==> src/rtl/rr_channel_arbiter_if.sv <==
// Channel bundle between requesters and rr_channel_arbiter; the lock vector is present only under ARB_LOCK_EN.
// master = requester/channel side, slave = arbiter side.
interface rr_channel_arbiter_if #(
  parameter int N_REQ  = 4,
  parameter int SEL_W  = 2,
  parameter int DATA_W = 1
);
  logic [N_REQ-1:0]        req;
  logic [N_REQ*DATA_W-1:0] in_data;
  logic                    out_ready;
`ifdef ARB_LOCK_EN
  logic [N_REQ-1:0]        lock;
`endif
  logic [N_REQ-1:0]        grant;
  logic [SEL_W-1:0]        sel;
  logic                    out_valid;
  logic [DATA_W-1:0]       out_data;
  logic                    busy;

`ifdef ARB_LOCK_EN
  modport master (output req, in_data, out_ready, lock,
                  input  grant, sel, out_valid, out_data, busy);
  modport slave  (input  req, in_data, out_ready, lock,
                  output grant, sel, out_valid, out_data, busy);
`else
  modport master (output req, in_data, out_ready,
                  input  grant, sel, out_valid, out_data, busy);
  modport slave  (input  req, in_data, out_ready,
                  output grant, sel, out_valid, out_data, busy);
`endif
endinterface

==> src/rtl/rr_channel_arbiter.sv <==
// Round-robin burst arbiter for one shared channel; grant 1 cycle after req, 1 dead cycle after release.
// out_ready only paces beat counting (MAX_BURST beats per grant); ARB_LOCK_EN lets a locked owner exceed it.
module rr_channel_arbiter #(
  parameter int N_REQ     = 4,
  parameter int SEL_W     = 2,
  parameter int DATA_W    = 1,
  parameter int MAX_BURST = 8
) (
  input logic                 clk,
  input logic                 rst_n,
  rr_channel_arbiter_if.slave bus
);
  typedef enum logic {IDLE, BUSY} state_t;

  localparam logic [7:0]       LAST_BEAT = 8'(MAX_BURST - 1);
  localparam logic [SEL_W-1:0] LAST_REQ  = SEL_W'(N_REQ - 1);

  state_t            state_q, state_d;
  logic [N_REQ-1:0]  grant_q, grant_d;
  logic [SEL_W-1:0]  sel_q, sel_d;
  logic [SEL_W-1:0]  last_q, last_d;
  logic [7:0]        cnt_q, cnt_d;
  logic [SEL_W-1:0]  cand, winner;
  logic              found;
  logic              owner_req, owner_lock;
  logic [DATA_W-1:0] owner_data;
  logic              out_valid, beat, burst_done;

  // Scan upward from the requester after the last owner, wrapping at N_REQ.
  always_comb begin
    cand   = '0;
    winner = '0;
    found  = 1'b0;
    for (int k = 1; k <= N_REQ; k++) begin
      cand = SEL_W'((int'(last_q) + k) % N_REQ);
      if (!found && bus.req[cand]) begin
        found  = 1'b1;
        winner = cand;
      end
    end
  end

  always_comb begin
    owner_req  = 1'b0;
    owner_lock = 1'b0;
    owner_data = '0;
    for (int i = 0; i < N_REQ; i++) begin
      if (sel_q == SEL_W'(i)) begin
        owner_req  = bus.req[i];
        owner_data = bus.in_data[i*DATA_W +: DATA_W];
`ifdef ARB_LOCK_EN
        owner_lock = bus.lock[i];
`endif
      end
    end
  end

  assign out_valid  = (state_q == BUSY) && owner_req;
  assign beat       = out_valid && bus.out_ready;
  assign burst_done = beat && (cnt_q == LAST_BEAT) && !owner_lock;

  always_comb begin
    state_d = state_q;
    grant_d = grant_q;
    sel_d   = sel_q;
    last_d  = last_q;
    cnt_d   = cnt_q;
    case (state_q)
      IDLE: begin
        if (found) begin
          state_d         = BUSY;
          grant_d         = '0;
          grant_d[winner] = 1'b1;
          sel_d           = winner;
          cnt_d           = '0;
        end
      end
      BUSY: begin
        if (!owner_req || burst_done) begin
          state_d = IDLE;
          grant_d = '0;
          cnt_d   = '0;
          last_d  = sel_q;
        end else if (beat && cnt_q != LAST_BEAT) begin
          // Holding at LAST_BEAT only matters for a locked owner.
          cnt_d = cnt_q + 8'd1;
        end
      end
      default: state_d = IDLE;
    endcase
  end

  always_ff @(posedge clk or negedge rst_n) begin
    if (!rst_n) begin
      state_q <= IDLE;
      grant_q <= '0;
      sel_q   <= '0;
      last_q  <= LAST_REQ;
      cnt_q   <= '0;
    end else begin
      state_q <= state_d;
      grant_q <= grant_d;
      sel_q   <= sel_d;
      last_q  <= last_d;
      cnt_q   <= cnt_d;
    end
  end

  assign bus.grant     = grant_q;
  assign bus.sel       = sel_q;
  assign bus.busy      = (state_q == BUSY);
  assign bus.out_valid = out_valid;
  assign bus.out_data  = out_valid || (state_q == BUSY) ? owner_data : '0;
endmodule

==> src/flat_wrapper.sv <==
// flat-port wrapper written by rule: the top's interface ports become plain ports
module rr_channel_arbiter_flat 
#(
  parameter int N_REQ     = 4,
  parameter int SEL_W     = 2,
  parameter int DATA_W    = 1,
  parameter int MAX_BURST = 8
)
  (clk, rst_n, bus_req, bus_in_data, bus_out_ready, bus_grant, bus_sel, bus_out_valid, bus_out_data, bus_busy);
  rr_channel_arbiter_if #(.N_REQ(N_REQ), .SEL_W(SEL_W), .DATA_W(DATA_W)) bus_i ();
  input logic clk;
  input logic rst_n;
  input wire logic [$bits(bus_i.req)-1:0] bus_req;
  input wire logic [$bits(bus_i.in_data)-1:0] bus_in_data;
  input wire logic [$bits(bus_i.out_ready)-1:0] bus_out_ready;
  output wire logic [$bits(bus_i.grant)-1:0] bus_grant;
  output wire logic [$bits(bus_i.sel)-1:0] bus_sel;
  output wire logic [$bits(bus_i.out_valid)-1:0] bus_out_valid;
  output wire logic [$bits(bus_i.out_data)-1:0] bus_out_data;
  output wire logic [$bits(bus_i.busy)-1:0] bus_busy;
  assign bus_i.req = bus_req;
  assign bus_i.in_data = bus_in_data;
  assign bus_i.out_ready = bus_out_ready;
  assign bus_grant = bus_i.grant;
  assign bus_sel = bus_i.sel;
  assign bus_out_valid = bus_i.out_valid;
  assign bus_out_data = bus_i.out_data;
  assign bus_busy = bus_i.busy;
  rr_channel_arbiter #(.N_REQ(N_REQ), .SEL_W(SEL_W), .DATA_W(DATA_W), .MAX_BURST(MAX_BURST)) u_core (.clk(clk), .rst_n(rst_n), .bus(bus_i));
endmodule
==> config.mk <==
export PLATFORM = sky130hd
export DESIGN_NAME = rr_channel_arbiter_flat
export DESIGN_NICKNAME = d
export VERILOG_FILES = /design/src/rtl/rr_channel_arbiter_if.sv /design/src/rtl/rr_channel_arbiter.sv /design/src/flat_wrapper.sv
export SDC_FILE = /design/constraint.sdc
export NUM_CORES = 1
export LEC_CHECK = 0
export BUFFER_PORTS_ARGS = -buffer_cell sky130_fd_sc_hd__buf_4
export CAP_MARGIN = 25
export CORE_MARGIN = 4
export CORE_UTILIZATION = 45
export CTS_BUF_LIST = sky130_fd_sc_hd__clkbuf_2
export DETAILED_ROUTE_END_ITERATION = 7
export GPL_ROUTABILITY_DRIVEN = 0
export PLACE_DENSITY = 0.77
export SLEW_MARGIN = 20
export SYNTH_ARGS = -nofsm -noshare
export SYNTH_HDL_FRONTEND = slang
export SYNTH_SLANG_ARGS = --single-unit
==> constraint.sdc <==
create_clock -name clk -period 1.9 [get_ports clk]
set_clock_uncertainty 0.15 [all_clocks]
set_input_delay 0 -clock clk [delete_from_list [all_inputs] [get_ports clk]]
set_output_delay 0 -clock clk [all_outputs]
set_load 0.01 [all_outputs]
## After elaboration in Yosys (flattened, before gate mapping)

Cells that the tools add are included.

- Latch bits: 0
- Logic and storage cells: 81
- Memory bits (writable): 0
- Memories: 0
- Output and inout bits: 9
- Flip-flop bits (word level): 17
- ROM bits: 0

- Multiplexer cells: 37
- Shift-type cells: 0
- $lt $le $gt $ge: 6
- Multipliers: 0
- Reductions and logical operators: 19
- $add $sub $neg: 5
- Bitwise logic cells: 1
- Equality and inequality tests: 8
- Div/mod/pow operators: 0

Operators by type and width:

| operator | count |
|---|---|
| $mux 8 | 3 |
| $mux 1 | 20 |
| $pmux 8 s2 | 1 |
| $lt 2x3->1 const B | 5 |
| $add 8x1->8 const B | 1 |
| $bmux 1 s2 | 4 |
| $eq 8x3->1 const B | 1 |
| $logic_and 1x1->1 | 8 |
| $mux 2 | 4 |
| $mux 4 | 2 |
| $ne 8x3->1 const B | 1 |
| $pmux 4 s2 | 1 |
| $reduce_and 2->1 | 4 |
| $add 2x1->2 const B | 2 |
| $add 2x2->2 const B | 2 |
| $eq 2x2->1 const B | 2 |
| $logic_not 1->1 | 4 |
| $ne 3x3->1 const B | 1 |
| $demux 1 s2 | 1 |
| $eq 2x1->1 const B | 1 |
| $ge 2x1->1 const B | 1 |
| $logic_not 2->1 | 1 |
| $logic_or 1x1->1 | 2 |
| $ne 2x1->1 const B | 1 |
| 3 further kinds | 3 |

## Depth between registers and ports, before layout

- Word-level depth: 19
- Gate-level depth with buffers: 5
- Mapped depth without buffers: 5

## Least setup slack after synthesis

No wires, ideal clock.

- Path kind: register to register
- Start point: reg u_core.sel_q[0], in the netlist u_core.bus.sel[0]
- End point: reg u_core.cnt_q[6]
- Arrival time: 1.674 ns
- Cell stages (with the launch flop): 6
- Path buffers: 1
- Path slack: -0.002 ns
- Library setup time: 0.079 ns
- Period minus slack after synthesis: 1.902 ns
- Required time: 1.671 ns
- Cells stage by stage: dfrtp_1 -> mux2i_1 -> o32ai_1 -> buf_2 -> or4_1 -> a21oi_1

- Longest elaborated chain between the ends: 11
- Elaborated cells on any way between the ends: 18
- Classes of those cells: 4 x eq/ne; 6 x mux; 8 x reduce/logical

RTL lines:

| what | RTL line | source |
|---|---|---|
| start, declared | rr_channel_arbiter.sv:20 | `logic [SEL_W-1:0] sel_q, sel_d;` |
| start signal, assigned | rr_channel_arbiter.sv:103 | `sel_q <= sel_d;` |
| $logic_not 2->1 | rr_channel_arbiter.sv:48 | `if (sel_q == SEL_W'(i)) begin` |
| $mux 1 (3 in series) | rr_channel_arbiter.sv:48 |  |
| $mux 1 * | rr_channel_arbiter.sv:48 |  |
| $logic_and 1x1->1 | rr_channel_arbiter.sv:58 | `assign out_valid = (state_q == BUSY) && owner_req;` |
| $logic_and 1x1->1 | rr_channel_arbiter.sv:59 | `assign beat = out_valid && bus.out_ready;` |
| $logic_and 1x1->1 | rr_channel_arbiter.sv:60 | `assign burst_done = beat && (cnt_q == LAST_BEAT) && !owner_lock;` |
| $logic_or 1x1->1 | rr_channel_arbiter.sv:79 | `if (!owner_req \|\| burst_done) begin` |
| $mux 8 or $ne 3x3->1 (tied branches) | - |  |
| $pmux 8 s2 or $reduce_and 2->1 (tied branches) | - |  |
| end signal, assigned | rr_channel_arbiter.sv:105 | `cnt_q <= cnt_d;` |
| end, declared | rr_channel_arbiter.sv:22 | `logic [7:0] cnt_q, cnt_d;` |

Mark *: on every way between the ends. The rest lies on a longest branch, timed or not.
A chain may end at the register's enable or synchronous reset.

## Worst setup path after layout

- Start point: reg u_core.cnt_q[5]
- End point: reg u_core.cnt_q[5]

- Longest elaborated chain between the ends: 5
- Elaborated cells on any way between the ends: 11
- Classes of those cells: 1 x add/sub; 3 x eq/ne; 3 x mux; 4 x reduce/logical

RTL lines:

| what |
|---|
| branches (longest 5 deep; another with $add 8x1->8) |

Several ways; the timed one is not identified. The select of a mux whose other input is x is not followed.

==> summary.md <==
| Metric | Value |
|---|---|
| Core Footprint | `2020 µm²` |
| Post-DP HPWL | `1.88 mm` |
| Die area | `3020 µm²` |
| Die Y | `55.0 µm` |
| FF-to-FF Start | `u_core.cnt_q[5]` |
| Fmax | `506 MHz` |
| Post-route antenna net violation count | `0` |
| Slew Viols, Final | `0` |
| Hold WC Path Type | `in2reg` |
| CP Max Fanout | `6` |
| Max-cap violations | `0` |
| Clk_lat worst skew | `0.29 ns` |
| Clock Path Buffers | `2` |
| Io pins | `20` |
| First DRT Iteration DRCs | `25` |
| Layout Cells excl Fill | `174` |
| Seq cells post-synth | `17` |
| Standard-cell rows | `16` |
| Min-Delay Startpoint | `bus_req[2]` |
| Hold WS | `0.0195 ns` |
| Worst IR Drop VDD | `994 µV` |
| Clock Sinks | `17` |
| Ys Warns | `0` |
| Reg clk slew, reported paths | `0.16 ns` |
| I/O Buffers | `19` |
| FF+latch area | `429 µm²` |
| H-tree levels | `1` |
| Final setup violation count | `10` |
| Worst Setup End Kind | `flop` |
| Worst Path Required | `1.94 ns` |
| Worst Setup Path Type | `reg2reg` |
| # fillers | `147` |
| CTS tree | `done` |
| Avg Cell Area, Syn | `9.84 µm²` |
| CP Launch Type | `flop` |
| Clk network pwr share | `9.1%` |
| Sequential power share | `31.9%` |
| Top-area cell type share of the netlist area | `37.8%` |
| Min Tclk post-route | `1.98 ns` |
| Multi-input logic area | `604 µm²` |
| Cell count after synthesis | `101` |
| Psw | `0.705 mW` |
| Initial antenna violation count | `0` |
| First-pass GRT wire length | `4.24 mm` |
| Synthesized area | `993 µm²` |
| Final worst slack | `-0.0772 ns` |
| Status | `finished, violations left` |
| Slew @ Worst Pin | `0.669 ns` |
| Area grow syn2layout | `47.2%` |
| Placed insts | `163` |
| Largest net degree at the start of global routing | `16` |
| Wire per inst | `15.7 µm` |
| Via count | `979` |
| DRC viols | `0` |
| Root buf cell | `clkbuf_2` |
| Final-stage net count | `160` |
| Critical Path Source | `u_core.cnt_q[5]` |
| Pwr per Cell Area | `1260 nW/µm²` |
| Final Hold Fails | `0` |
| Initial DRT Pass Iterations | `4` |
| Layout cells sized above 1 | `46.9%` |
| Tot Pwr | `1.85 mW` |
| Sw frac | `38.2%` |
| Synth top area cells | `dfrtp_1 (38%), dfstp_2 (5.3%), o31ai_1 (4.5%), mux2_2 (3.4%), a21oi_1 (3.0%)` |
| Chip width | `55.0 µm` |
| Vias in the first global route | `923` |
| Leading area contributor after synthesis | `dfrtp_1` |
| Syn nets | `113` |
| Seq/Total Area, Yosys | `43.1%` |
| Crit share post-route | `104%` |
| Unrepaired setup endpoints after global routing | `yes` |
| Vias per cell | `5.63` |
| CP arrival | `2.02 ns` |
| Initial Util | `49.1%` |
| Antenna cells | `0` |
| Slew headroom | `55.2%` |
| WL final | `2.73 mm` |
| Violated checks | `negative setup slack` |
| Synth cell types | `34` |
| GR Util All Layers | `20.2%` |
| Gate power share | `58.9%` |
| Cell Int Power | `1.14 mW` |
| P_leak | `0.654 nW` |
| Cts bufs inserted | `3` |
| GRT Residual Overflow | `0` |
==> state kept, by name, summed over array words and instances (netlist names) <==
signal,flops
u_core.bus.busy,1
u_core.bus.grant,4
u_core.cnt_q,8
u_core.bus.sel,2
u_core.last_q,2
==> metal layers <==
layer	track usage [%]	wire length (µm)	up-vias
li1	-	-	483
met3	3.22	133	2
met5	0	0	-
met4	4.86	6	0
met2	32.9	1370	30
met1	27.9	1220	464
==> path summary, 6_finish.rpt <==
path	to	slack (ns)	cells after the start
setup / recovery	u_core.cnt_q[5]	-0.08	5
hold / removal	u_core.bus.sel[0]	0.02	4
setup reg to reg	u_core.cnt_q[5]	-0.08	5
hold reg to reg	u_core.bus.grant[3]	0.40	2
max in group asynchronous	u_core.bus.sel[0]	0.44	3
min in group asynchronous	u_core.last_q[0]	0.05	2
==> cell families after synthesis <==
kind of cell               after synthesis  share of synthesized area, %
AOI/OAI and AO/OA                       31                          21.3
and+or+nand+nor                         39                          23.4
buffers and inverters                    7                          2.90
adders and majority gates                1                          1.26
muxes                                    6                          8.06
DFF                                     17                          43.1
==> synthesized netlist by cell type <==
cell type,n
dfrtp_1,15
a21oi_1,6
o21ai_0,6
o31ai_1,6
inv_1,5
nand2_1,5
nand3_1,5
nor2_1,5
o22ai_1,4
a21o_1,3
and3_1,3
mux2_2,3
nand4_1,3
o32ai_1,3
or4_1,3
or4_2,3
buf_2,2
dfstp_2,2
mux2i_1,2
nand2b_1,2
nor2b_1,2
a21oi_4,1
a22o_1,1
and2_1,1
and2b_1,1
ha_1,1
mux4_1,1
nand3b_1,1
nor3_1,1
nor4_1,1
o21a_1,1
or2_2,1
or2b_2,1
or3_4,1
==> layout make-up <==
| type | count | share of cell area [%] |
|---|---|---|
| clock buffers | 4 | 1.37 |
| repair buffers | 44 | 24.4 |
| well taps | 27 | 2.31 |
| multi-input cells | 77 | 41.3 |
| flip-flops and latches | 17 | 29.3 |
| inverters | 5 | 1.28 |
==> critical path, stage by stage (launching register included) <==
cell and delay (ns):
dfrtp_1 0.41, or4_4 0.54, or3_4 0.37, a21oi_4 0.23, buf_6 0.15, a21oi_2 0.03
==> repair_timing <==
| action | CTS | global route |
|---|---|---|
| pin swaps | 4 | 2 |
| setup buffers | 4 | 2 |
| hold buffers | 3 | 0 |
| hold endpoints to repair | 18 | 0 |
| endpoints found under the setup margin | 9 | 14 |
| resized for setup | 16 | 6 |
==> cells in the final DEF, fill, tap and decap left out, types with 2 or more instances in the layout <==
master / synthesis / final
o22ai_1: 4 / 4
mux2i_4: 0 / 2
nor2b_1: 2 / 2
nand4_1: 3 / 3
nor2_1: 5 / 5
nand3_1: 5 / 5
or4_2: 3 / 2
buf_4: 0 / 36
or4_1: 3 / 2
mux2_2: 3 / 3
a21o_1: 3 / 3
a21oi_2: 0 / 5
nand2b_1: 2 / 2
and3_1: 3 / 3
or4_4: 0 / 2
dfrtp_1: 15 / 14
o31ai_1: 6 / 6
nand2_1: 5 / 5
buf_6: 0 / 5
o21ai_0: 6 / 5
inv_1: 5 / 5
clkbuf_2: 0 / 4
dfstp_2: 2 / 2
o32ai_1: 3 / 2
dlygate4sd3_1: 0 / 3
==> power groups by stage <==
stage	Sequential, mW	Combinational, mW	Clock, mW
5_1_grt	0.611	1.18	0.186
4_1_cts	0.588	1.08	0.170
2_1_floorplan	0.626	0.422	0
6_report	0.590	1.09	0.168
3_3_place_gp	0.577	0.892	0
3_5_place_dp	0.586	0.911	0
==> stage by stage <==
| stage | worst slack, ns | util, % | cell area, µm² | TNS, ns |
|---|---|---|---|---|
| 6_report | -0.0772 | 72.3 | 1460 | -0.467 |
| 5_1_grt | -0.129 | 72.3 | 1460 | -1.24 |
| 4_1_cts | -0.0530 | 71.1 | 1440 | -0.325 |
| 3_5_place_dp | -0.134 | 64.1 | 1300 | -0.440 |
| 3_3_place_gp | -0.0639 | 64.1 | 1300 | -0.248 |
| 2_1_floorplan | 0.0110 | - | 995 | 0 |
Power figures use the tool's default switching activity.
